## config.mk

```make
export PLATFORM = sky130hd
export DESIGN_NAME = iob_soc_sut_rst_ctrl
export DESIGN_NICKNAME = d
export VERILOG_FILES = /design/src/rtl/iob_soc_sut_rst_ctrl.sv
export SDC_FILE = /design/constraint.sdc
export NUM_CORES = 1
export LEC_CHECK = 0
export CAP_MARGIN = 10
export CORE_AREA = 5 5 61 69
export DETAILED_ROUTE_END_ITERATION = 7
export DIE_AREA = 0 0 66 74
export DONT_BUFFER_PORTS = 1
export GPL_ROUTABILITY_DRIVEN = 0
export MAX_ROUTING_LAYER = met4
export PLACE_DENSITY = 0.75
export SETUP_SLACK_MARGIN = 0.15
export SLEW_MARGIN = 15
export SYNTH_ARGS = -nofsm -noshare
export SYNTH_HDL_FRONTEND = slang
export SYNTH_SLANG_ARGS = --single-unit
```

## constraint.sdc

```tcl
create_clock -name clk -period 6.3 [get_ports clk]
set_input_delay 0.945 -clock clk [delete_from_list [all_inputs] [get_ports clk]]
set_output_delay 0.945 -clock clk [all_outputs]
set_load 0.005 [all_outputs]
```

## src/rtl/iob_soc_sut_rst_ctrl.sv

```systemverilog
// iob_soc_sut_rst_ctrl
//   Reset controller in front of the iob_soc_sut core. It combines the board
//   reset, a debounced user pushbutton and (optionally) a trap restart into
//   one stretched, active-high system reset. The reset asserts asynchronously
//   and releases synchronously. The cause of the last reset is recorded.
//   Optional feature macro: IOB_SOC_SUT_TRAP_RESTART_EN. When it is defined, a
//   rising edge on trap_i while running restarts the core with cause 2'b10.
module iob_soc_sut_rst_ctrl #(
  parameter int                SYNC_STAGES = 2,        // must be >= 2
  parameter int                DEBOUNCE_W  = 16,
  parameter int                HOLD_W      = 16,
  parameter logic [HOLD_W-1:0] HOLD_CNT    = 16'hFFFF
) (
  input  logic       clk,
  input  logic       resetn,
  input  logic       btn_rst_i,
  input  logic       trap_i,
  output logic       sys_rst_o,
  output logic       rst_done_o,
  output logic [1:0] rst_cause_o
);

  localparam logic [1:0] CAUSE_BOARD  = 2'b00;
  localparam logic [1:0] CAUSE_BUTTON = 2'b01;
  localparam logic [1:0] CAUSE_TRAP   = 2'b10;

  // The debounce counter never stores all-ones. The increment that would
  // reach all-ones updates btn_stable instead. The input must therefore
  // disagree with btn_stable for 2^DEBOUNCE_W-1 consecutive cycles.
  localparam logic [DEBOUNCE_W-1:0] DB_LAST = {{(DEBOUNCE_W-1){1'b1}}, 1'b0};

  typedef enum logic {
    ST_HOLD = 1'b0,
    ST_RUN  = 1'b1
  } state_t;

  state_t                  r_state;
  state_t                  w_state_next;
  logic [HOLD_W-1:0]       r_hold_cnt;
  logic [HOLD_W-1:0]       w_hold_next;
  logic                    r_sys_rst;
  logic                    w_sys_rst_next;
  logic                    r_done;
  logic                    w_done_next;
  logic [1:0]              r_cause;
  logic [1:0]              w_cause_next;

  logic [SYNC_STAGES-1:0]  r_rel_sync;
  logic [SYNC_STAGES-1:0]  r_btn_sync;
  logic [DEBOUNCE_W-1:0]   r_db_cnt;
  logic                    r_btn_stable;
  logic                    r_btn_stable_q;

  logic                    w_rst_sync;
  logic                    w_btn_s;
  logic                    w_btn_rise;
  logic                    w_trap_rise;

  assign w_rst_sync = r_rel_sync[SYNC_STAGES-1];
  assign w_btn_s    = r_btn_sync[SYNC_STAGES-1];
  assign w_btn_rise = r_btn_stable & ~r_btn_stable_q;

  // Release synchronizer: a shift register that fills with ones after resetn rises.
  always_ff @(posedge clk or negedge resetn) begin
    if (!resetn) r_rel_sync <= '0;
    else         r_rel_sync <= {r_rel_sync[SYNC_STAGES-2:0], 1'b1};
  end

  // Pushbutton synchronizer, because btn_rst_i is asynchronous to clk.
  always_ff @(posedge clk or negedge resetn) begin
    if (!resetn) r_btn_sync <= '0;
    else         r_btn_sync <= {r_btn_sync[SYNC_STAGES-2:0], btn_rst_i};
  end

  // Debounce: btn_stable follows btn_s only after a long unbroken disagreement.
  always_ff @(posedge clk or negedge resetn) begin
    if (!resetn) begin
      r_db_cnt       <= '0;
      r_btn_stable   <= 1'b0;
      r_btn_stable_q <= 1'b0;
    end else begin
      r_btn_stable_q <= r_btn_stable;
      if (w_btn_s == r_btn_stable) begin
        r_db_cnt <= '0;
      end else if (r_db_cnt == DB_LAST) begin
        r_btn_stable <= w_btn_s;
        r_db_cnt     <= '0;
      end else begin
        r_db_cnt <= r_db_cnt + DEBOUNCE_W'(1);
      end
    end
  end

`ifdef IOB_SOC_SUT_TRAP_RESTART_EN
  logic r_trap_q;

  // Trap edge detector. It is cleared during HOLD, so a trap that stays high
  // across a restart produces a new edge once the core runs again.
  always_ff @(posedge clk or negedge resetn) begin
    if (!resetn) r_trap_q <= 1'b0;
    else         r_trap_q <= (r_state == ST_RUN) ? trap_i : 1'b0;
  end

  assign w_trap_rise = trap_i & ~r_trap_q;
`else
  logic w_unused_trap;
  assign w_unused_trap = trap_i;
  assign w_trap_rise   = 1'b0;
`endif

  // FSM state and registered outputs.
  always_ff @(posedge clk or negedge resetn) begin
    if (!resetn) begin
      r_state    <= ST_HOLD;
      r_hold_cnt <= HOLD_CNT;
      r_sys_rst  <= 1'b1;
      r_done     <= 1'b0;
      r_cause    <= CAUSE_BOARD;
    end else begin
      r_state    <= w_state_next;
      r_hold_cnt <= w_hold_next;
      r_sys_rst  <= w_sys_rst_next;
      r_done     <= w_done_next;
      r_cause    <= w_cause_next;
    end
  end

  // Next-state logic: stretch the reset in HOLD and watch for restart events in RUN.
  always_comb begin
    w_state_next   = r_state;
    w_hold_next    = r_hold_cnt;
    w_sys_rst_next = r_sys_rst;
    w_done_next    = 1'b0;
    w_cause_next   = r_cause;
    case (r_state)
      ST_HOLD: begin
        // Button edges and trap edges are ignored here. A pressed button
        // keeps the counter reloaded until it is released.
        if (!w_rst_sync || r_btn_stable) begin
          w_hold_next = HOLD_CNT;
        end else if (r_hold_cnt == '0) begin
          w_state_next   = ST_RUN;
          w_sys_rst_next = 1'b0;
          w_done_next    = 1'b1;
        end else begin
          w_hold_next = r_hold_cnt - HOLD_W'(1);
        end
      end
      ST_RUN: begin
        // If both events occur on the same edge, the button has priority.
        if (w_btn_rise) begin
          w_state_next   = ST_HOLD;
          w_hold_next    = HOLD_CNT;
          w_sys_rst_next = 1'b1;
          w_cause_next   = CAUSE_BUTTON;
        end else if (w_trap_rise) begin
          w_state_next   = ST_HOLD;
          w_hold_next    = HOLD_CNT;
          w_sys_rst_next = 1'b1;
          w_cause_next   = CAUSE_TRAP;
        end
      end
      default: begin
        w_state_next   = ST_HOLD;
        w_hold_next    = HOLD_CNT;
        w_sys_rst_next = 1'b1;
      end
    endcase
  end

  assign sys_rst_o   = r_sys_rst;
  assign rst_done_o  = r_done;
  assign rst_cause_o = r_cause;

endmodule

```

==> results.cfg, run 1 <==
[run_status]
status = finished clean

[detailed_routing]
ant_nets = 0
drcViolationCount = 0
first_iter_violations = 79
wl_met1_um = 1500
route.final.wire_length_um = 3650
routedWlPerCell_um = 14.3
vias_per_cell = 5.68
dr.max_layer_used = met4
dr_total_vias = 1455
met3_length_um = 108
wl_met2_um = 1940
firstDrtPassIters = 4

[sta]
timing.final.ws_setup_ns = 3.83
min_period_ns = 2.47
rsz0062_at_grt = no
finalSetupTns_ns = 0
maxSlewHeadroom_pct = 54.3
fmax_mhz = 405
period_share_pct = 39.2
worst_slew_pin_slew_ns = 0.679
drv_slew = 0
skew_ns = 0.0103
setup_viol = 0
hold_viol_final = 0

[floorplanning]
die_area_mm2 = 0.00488
initial_core_util_pct = 58.5
io_pins = 8
die_w_um = 66
dieHeight_um = 74
core_mm2 = 0.00348
num_rows = 23

[power_and_ir_drop]
powerDensity_mw_per_mm2 = 232
peakVddDrop_uv = 167
leakagePower_nw = 0.876

[worst_setup_path]
crit_path_end_kind = flip-flop
r2r-start = r_hold_cnt[0]$_DFFE_PN1P_
crit_fanout = 17
cp_top_family = simple AND/OR/NAND/NOR gates
critical_path_buf_inv_count = 2
cp.required_ns = 6.51
slowest_stage = dfstp_2
worstSetupPathType = reg -> reg
worstPathCellList = inv_1 -> ha_1 -> nor2b_1 -> nand4_1 -> o21a_4 -> clkinv_4 -> or3_1 -> a311oi_2
cp.arrival_ns = 2.68
critPathMaxStageDelay_ns = 0.57
startpoint = r_hold_cnt[0]$_DFFE_PN1P_
cp-start-kind = flip-flop

[yosys]
synth-main-ff-cell = dfrtp_1
yosysSeqAreaShare_pct = 52.6
synth_edf_count = 0
syn_area_mm2 = 0.00204
synthArstFlopShare_pct = 100
synth-seq-cells = 42
syn_nets = 210
yosysUniqueCellTypes = 44
syn_inst = 203
avgSynthCellArea_um2 = 10.0
yosysWarnings = 0

[placement]
portBuffers = 0
placed_area_mm2 = 0.00206
dp_hpwl_um = 2530
dpl_worst_slack_ns = 3.87

[cts]
post_cts_buffers = 0
tritoncts = done
root_buffer = clkbuf_8
path_clk_slew_ns = 0.08
cts_buffers = 5
htreeDepth = 2
cts_sinks = 42
cts_buffer_depth = 2
cts_hold_buffers = 0
cts_resized = 0
clock_latency_ns = 0.30

[grt]
grt_pass1_wl_um = 6440
track_usage_pct = 17.9
grt_overflow = 0
grt_pass1_vias = 1454
grt_max_degree = 43
antenna_found_initial = 0

[finish]
num_antenna_cells = 0
finish.utilization_pct = 62.5
fillCellCount = 284
area_growth_pct = 6.75
fin_nets = 212
design_area_mm2 = 0.00218
drive_above_1_share_pct = 17.0

[flow_run]
drv_cap = 0

[hold_path]
worstHoldPathType = in -> async
[per-layer routing]
layer  vias to the layer above  global-route usage, %
met5                         -                      -
li1                        714                      -
met4                         0                   8.58
met3                        11                   4.68
met1                       709                   18.6
met2                        21                   31.5
[layout make-up]
cell class / instances / area, µm² / area share, %
sequential: 42 / 1070 / 49.3
multi-input combinational: 146 / 888 / 40.8
clock buffer: 6 / 72.6 / 3.34
tap: 50 / 62.6 / 2.88
inverter: 10 / 42.5 / 1.96
clock inverter: 2 / 37.5 / 1.73
[layout by cell type (no fill, tap or decap), drive strengths merged, types with 2 or more instances in the layout]
cell type,n
and3,4
xnor2,9
nand4,2
ha,3
dfstp,17
nand2,13
o21ai,5
conb,2
nor2,31
o31ai,3
xor2,6
nand3,14
nor4,3
a31oi,9
clkbuf,6
dfrtp,25
and4,2
inv,9
or3,5
nor3,10
a21oi,10
[path summary, 6_finish.rpt]
path / to / slack [ns] / cells after the start
min reg2reg: r_btn_sync[1]$_DFF_PN0_ / 0.36 / 0
min: r_state$_DFF_PN0_ / 0.34 / 0
max reg2reg: r_hold_cnt[15]$_DFFE_PN1P_ / 3.83 / 8
max in group asynchronous: r_hold_cnt[14]$_DFFE_PN1P_ / 5.79 / 0
max: r_hold_cnt[15]$_DFFE_PN1P_ / 3.83 / 8
min in group clk: r_btn_sync[1]$_DFF_PN0_ / 0.36 / 0
[Yosys cell counts (2+ instances only)]
cell type / number / area share (%)
dfrtp_1: 25 / 31
o21ai_1: 3 / 0.74
nand2_1: 13 / 2.4
nor2_1: 30 / 5.5
nand4_1: 2 / 0.61
xor2_1: 6 / 2.6
nor3_1: 10 / 2.5
inv_1: 9 / 1.7
nand3_1: 14 / 3.4
and3_1: 4 / 1.2
o31ai_1: 3 / 1.1
and4_1: 2 / 0.86
nor4_1: 2 / 0.61
a21oi_1: 10 / 2.5
xnor2_1: 9 / 3.9
o21ai_0: 2 / 0.49
ha_1: 3 / 1.8
buf_6: 2 / 1.1
a31oi_1: 9 / 2.8
or3_1: 4 / 1.2
conb_1: 2 / 0.37
dfstp_2: 17 / 22
[flip-flops by register name, indices dropped and copies added, names as in the netlist]
signal and flops:
r_btn_stable 1, r_btn_stable_q 1, r_btn_sync 2, r_db_cnt 16
r_hold_cnt 16, r_rel_sync 2, r_state 1, rst_cause_o 1
rst_done_o 1, sys_rst_o 1
[metrics by stage]
step	hold slack (ns)	cells	power [W]
finish	0.335	256	0.000505
global route	0.309	256	0.000528
CTS	0.320	256	0.000511
detailed placement	0.342	248	0.000300
global placement	0.334	248	0.000298
floorplan	0.331	203	0.000296
[power breakdown]
part | total, W | internal, W | switching [W]
clock | 0.000210 | 0.000118 | 0.0000918
combinational | 0.0000146 | 0.00000532 | 0.00000927
sequential | 0.000280 | 0.000276 | 0.00000438
[logic make-up after synthesis]
group | share of synthesized area [%]
DFF | 52.6
and+or+nand+nor | 23.0
other | 0.368
AOI/OAI and AO/OA | 11.2
adders and majority gates | 1.84
muxes | 0.552
buffers and inverters | 4.05
xor gates and xnor gates | 6.45
Power figures use the tool's default switching activity.
==> inputs of run 2 (changes only) <==
- clock period: 6.3 -> 2.3 ns (I/O delays scaled with it)
==> results.cfg, run 2 (synthesis gave the netlist of run 1 again) <==
[run_status]
status = finished clean

[detailed_routing]
ant_nets = 0
drcViolationCount = 0
routedWlPerCell_um = 14.6
dr_total_vias = 1522
vias_per_cell = 5.72
first_iter_violations = 101
route.final.wire_length_um = 3880
firstDrtPassIters = 4

[flow_run]
drv_cap = 0

[sta]
hold_ws_ns = 0.0731
skew_ns = 0.0119
min_period_ns = 2.08
drv_slew = 0
maxSlewHeadroom_pct = 54.5
period_share_pct = 90.6
hold_viol_final = 0
timing.final.ws_setup_ns = 0.216
setup_viol = 0
fmax_mhz = 480
rsz0062_at_grt = yes
finalSetupTns_ns = 0
worst_slew_pin_slew_ns = 0.675

[worst_setup_path]
cp.required_ns = 2.51
r2r-start = r_hold_cnt[1]$_DFFE_PN1P_
critPathCapture = r_hold_cnt[15]$_DFFE_PN1P_
worstReg2RegEnd = r_hold_cnt[15]$_DFFE_PN1P_
cp.arrival_ns = 2.29
worstSetupPathType = reg -> reg
cp-start-kind = flip-flop
crit_path_end_kind = flip-flop
startpoint = r_hold_cnt[1]$_DFFE_PN1P_
crit_fanout = 8
regToRegSetupSlack_ns = 0.22
reg2reg_depth = 8
critPathMaxStageDelay_ns = 0.56
worstPathCellList = inv_1 -> ha_1 -> nor2b_1 -> nand4_1 -> o21a_4 -> clkinv_4 -> or3_4 -> a311oi_2
slowest_stage = dfstp_2

[grt]
grt_pass1_wl_um = 6800
antenna_found_initial = 0
track_usage_pct = 18.6
grt_max_degree = 43
grt_overflow = 0
grt_pass1_vias = 1592

[floorplanning]
dieHeight_um = 74
core_mm2 = 0.00348
die_area_mm2 = 0.00488
io_pins = 8
num_rows = 23
initial_core_util_pct = 58.5
die_w_um = 66

[cts]
root_buffer = clkbuf_8
cts_buffers = 5
path_clk_slew_ns = 0.08
cts_buffer_depth = 2
clock_latency_ns = 0.29
htreeDepth = 2
tritoncts = done
cts_sinks = 42

[finish]
drive_above_1_share_pct = 20.4
design_area_mm2 = 0.00225
num_antenna_cells = 0
layout_common_cells = 30 x nor2_1, 25 x dfrtp_1, 17 x dfstp_2, 14 x nand3_1, 13 x nand2_1
reg.largest.list = r_db_cnt (16), r_hold_cnt (16)
area_growth_pct = 10.4
fin_cells = 266
final_common_cell = nor2_1
fin_nets = 222

[placement]
dp_hpwl_um = 2670
portBuffers = 0
placedCellCount = 254
placed_area_mm2 = 0.00211
dpl_worst_slack_ns = 0.193

[hold_path]
worstHoldPathType = in -> reg

[power_and_ir_drop]
peakVddDrop_uv = 523
powerDensity_mw_per_mm2 = 575
leakagePower_nw = 0.934
run 2: changes by cell type in the layout (fill, tap and decap cells not counted), sizes merged:
cell         change
buf              +9
bufinv           -1
clkinv           +2
clkinvlp         -1
dlygate4sd3      +1
run 2: per-stage QoR:
stage          util, %  power (W)
5_1_grt           64.6    0.00135
2_1_floorplan        -   0.000811
6_report          64.6    0.00129
3_5_place_dp      60.5   0.000823
3_3_place_gp      60.5   0.000819
4_1_cts           63.8    0.00130
run 2: how the worst min path moves through the flow:
stage	startpoint	endpoint	slack, ns	depth (start not counted)
6_report	btn_rst_i	r_btn_sync[0]$_DFF_PN0_	0.07	0
5_1_grt	btn_rst_i	r_btn_sync[0]$_DFF_PN0_	0.06	0
4_1_cts	btn_rst_i	r_btn_sync[0]$_DFF_PN0_	0.07	0
3_5_place_dp	resetn	r_db_cnt[8]$_DFF_PN0_	0.05	0
3_3_place_gp	resetn	r_db_cnt[8]$_DFF_PN0_	0.05	0
2_1_floorplan	resetn	r_btn_stable$_DFFE_PN0P_	0.05	0
run 2: layout make-up:
cell class	count	area (µm²)
clock buffers	6	72.6
clock inverters	2	13.8
fillers	267	1230
inverters	10	42.5
multi-input cells	146	897
flip-flops and latches	42	1070
well taps	50	62.6
repair buffers	10	90.1
run 2: timing repair:
action	4_1_cts	5_1_grt
endpoints found under the hold margin	42	0
endpoints found under the setup margin	0	5
hold buffers	2	0
setup buffers	0	2
gates resized for setup	0	2
run 2: report_power, final:
part | total, W | switching, W | internal [W] | leakage (nW)
Sequential | 0.000767 | 0.0000118 | 0.000755 | 0.516
Combinational | 0.0000647 | 0.0000424 | 0.0000223 | 0.372
Clock | 0.000462 | 0.000248 | 0.000214 | 0.0452
Total | 0.00129 | 0.000302 | 0.000991 | 0.934
run 2: routing by layer:
layer	GRT usage (%)	vias to the layer above	share of wire, %
met2	34.3	23	56
met3	3.32	6	2.4
li1	-	733	-
met5	-	-	0
met1	19.7	760	40
met4	7.45	0	1.6
run 2: critical path, delay by kind of cell (launching register included):
family	cells	cell delay [ns]
and+or+nand+nor	3	0.67
DFF	1	0.56
AOI/OAI and AO/OA	2	0.44
adders and majority gates	1	0.19
buffers and inverters	2	0.14
==> inputs of run 3 (changes only) <==
- ABC_AREA: unset -> 1
- CORE_AREA: 5 5 61 69 -> 5 5 65 73
- DIE_AREA: 0 0 66 74 -> 0 0 70 78
- HOLD_SLACK_MARGIN: unset -> 0.05
==> results.cfg, run 3 <==
[run_status]
status = finished clean

[sta]
finalSetupTns_ns = 0
setup_viol = 0
worst_slew_pin_slew_ns = 0.507
fmax_mhz = 581
hold_viol_final = 0
rsz0062_at_grt = no
period_share_pct = 74.9
drv_slew = 0
skew_ns = 0.0106
min_period_ns = 1.72
maxSlewHeadroom_pct = 65.9

[yosys]
syn_area_mm2 = 0.00232
synth_top_family_by_area = simple AND/OR/NAND/NOR gates
synthArstFlopShare_pct = 100
yosysUniqueCellTypes = 28
yosysWarnings = 0
yosysMostFrequentCell = nand2_1
synth-xor-area-share_pct = 2.64
yosysSeqAreaShare_pct = 46.1
syn_nets = 306
synth_area_leaders = dfrtp_1 27%, dfstp_2 19%, nand2_1 12%
synth_simple_gate_area_share_pct = 34.0
synthAdderAreaFrac_pct = 1.62
synth-main-ff-cell = dfrtp_1
synth_compound_area_share_pct = 6.35
syn_inst = 299
synth_edf_count = 0
netlist.area_leader.share_pct = 26.9
synth-seq-cells = 42
synth_common_cells = 75 x nand2_1, 49 x nor2_1, 40 x inv_1
avgSynthCellArea_um2 = 7.77
synth_mux_area_share_pct = 0.485
yosysTopAreaCell = dfrtp_1

[power_and_ir_drop]
powerDensity_mw_per_mm2 = 607
peakVddDrop_uv = 492
leakagePower_nw = 1.22
power.total_w = 0.00154

[worst_setup_path]
crit_path_end_kind = flip-flop
crit_top_cell = nand2_1
worstSetupPathType = reg -> reg
worstPathCellList = inv_1 -> ha_1 -> nand2_1 -> nor2_1 -> nand3_4 -> nand2_4 -> inv_6 -> o21ai_0 -> nand2_1
slowest_stage = dfstp_2
cp-start-kind = flip-flop
cp.arrival_ns = 1.96
crit_fanout = 18
cp.required_ns = 2.54
critPathMaxStageDelay_ns = 0.53
regToRegSetupSlack_ns = 0.58

[floorplanning]
num_rows = 24
dieHeight_um = 78
die_area_mm2 = 0.00546
die_w_um = 70
io_pins = 8
core_mm2 = 0.00390
initial_core_util_pct = 59.5

[finish]
num_antenna_cells = 0
area_growth_pct = 9.26
drive_above_1_share_pct = 14.3
reg.largest.list = r_db_cnt (16), r_hold_cnt (16)
layout_common_cells = 75 x nand2_1, 49 x nor2_1, 40 x inv_1, 25 x dfrtp_1, 24 x nand3_1
fin_nets = 313
final_common_cell = nand2_1

[detailed_routing]
dr_total_vias = 1874
vias_per_cell = 5.22
route.final.wire_length_um = 4390
routedWlPerCell_um = 12.2
firstDrtPassIters = 4
first_iter_violations = 78
ant_nets = 0
drcViolationCount = 0

[cts]
tritoncts = done
cts_resized = 0
htreeDepth = 2
cts_hold_buffers = 2
cts_buffers = 5
post_cts_buffers = 0
cts_buffer_depth = 2
path_clk_slew_ns = 0.08
clock_latency_ns = 0.29
cts_sinks = 42
root_buffer = clkbuf_8

[hold_path]
worstHoldPathType = in -> reg

[placement]
dp_hpwl_um = 3210
portBuffers = 0

[grt]
grt_overflow = 0
grt_max_degree = 43
antenna_found_initial = 0
track_usage_pct = 17.7
grt_pass1_vias = 1814
grt_pass1_wl_um = 7500

[flow_run]
drv_cap = 0
==> run 3: cell count changes after synthesis, sizes merged, moves of 4 or more <==
cell	previous run	this run
a21oi	10	4
a31oi	9	0
inv	9	41
nand2	13	79
nand3	14	25
nand4	2	14
nor2	31	51
nor3	10	6
o21ai	5	18
or3	5	0
xnor2	9	1
==> run 3: layout make-up <==
type	count	area, µm²
repair buffers	4	45.0
well taps	52	65.1
fillers	323	1370
clock inverters	2	60.1
inverters	41	159
clock buffers	6	82.6
multi-input cells	212	1050
flip-flops and latches	42	1070
==> run 3: per-stage QoR <==
stage	std cells	area [µm²]	setup WS (ns)	utilization (%)	hold slack [ns]
finish	359	2540	0.578	65.0	0.0833
global route	359	2540	0.404	65.0	0.0611
CTS	359	2540	0.552	65.0	0.0702
detailed placement	349	2370	0.564	60.6	0.0506
global placement	349	2370	0.603	60.6	0.0505
floorplan	299	2320	0.761	-	0.0494
==> run 3: kinds of logic after synthesis <==
family          count (synthesis)
buf+inv                        45
fa+ha+maj                       3
other cells                     2
mux                             1
compound gates                 23
flops                          42
xor+xnor                        7
simple gates                  176
==> run 3: path summary, 6_finish.rpt <==
kind / cells after the start / start / to
min in group asynchronous: 2 / resetn / r_db_cnt[15]$_DFF_PN0_
min reg2reg: 0 / r_rel_sync[0]$_DFF_PN0_ / r_rel_sync[1]$_DFF_PN0_
min: 0 / btn_rst_i / r_btn_sync[0]$_DFF_PN0_
max: 9 / r_hold_cnt[0]$_DFFE_PN1P_ / r_hold_cnt[10]$_DFFE_PN1P_
max reg2reg: 9 / r_hold_cnt[0]$_DFFE_PN1P_ / r_hold_cnt[10]$_DFFE_PN1P_
max in group asynchronous: 2 / resetn / r_hold_cnt[12]$_DFFE_PN1P_
==> run 3: critical path: cells and delay by family, from the launching register on <==
| kind | cells | cell delay [ns] |
|---|---|---|
| flops | 1 | 0.53 |
| simple gates | 5 | 0.58 |
| buf+inv | 2 | 0.23 |
| compound gates | 1 | 0.10 |
| fa+ha+maj | 1 | 0.23 |
==> run 3: routing by layer <==
metal	share of wire [%]	GRT usage [%]
met1	41	17.3
met4	3.0	8.43
met5	0	-
met2	53	32.2
met3	2.4	4.65
==> run 3: report_power, final <==
group / internal [W] / total, W / switching [W]
Combinational: 0.0000206 / 0.0000637 / 0.0000430
Sequential: 0.000754 / 0.000763 / 0.00000831
Clock: 0.000463 / 0.000716 / 0.000253
Total: 0.00124 / 0.00154 / 0.000304
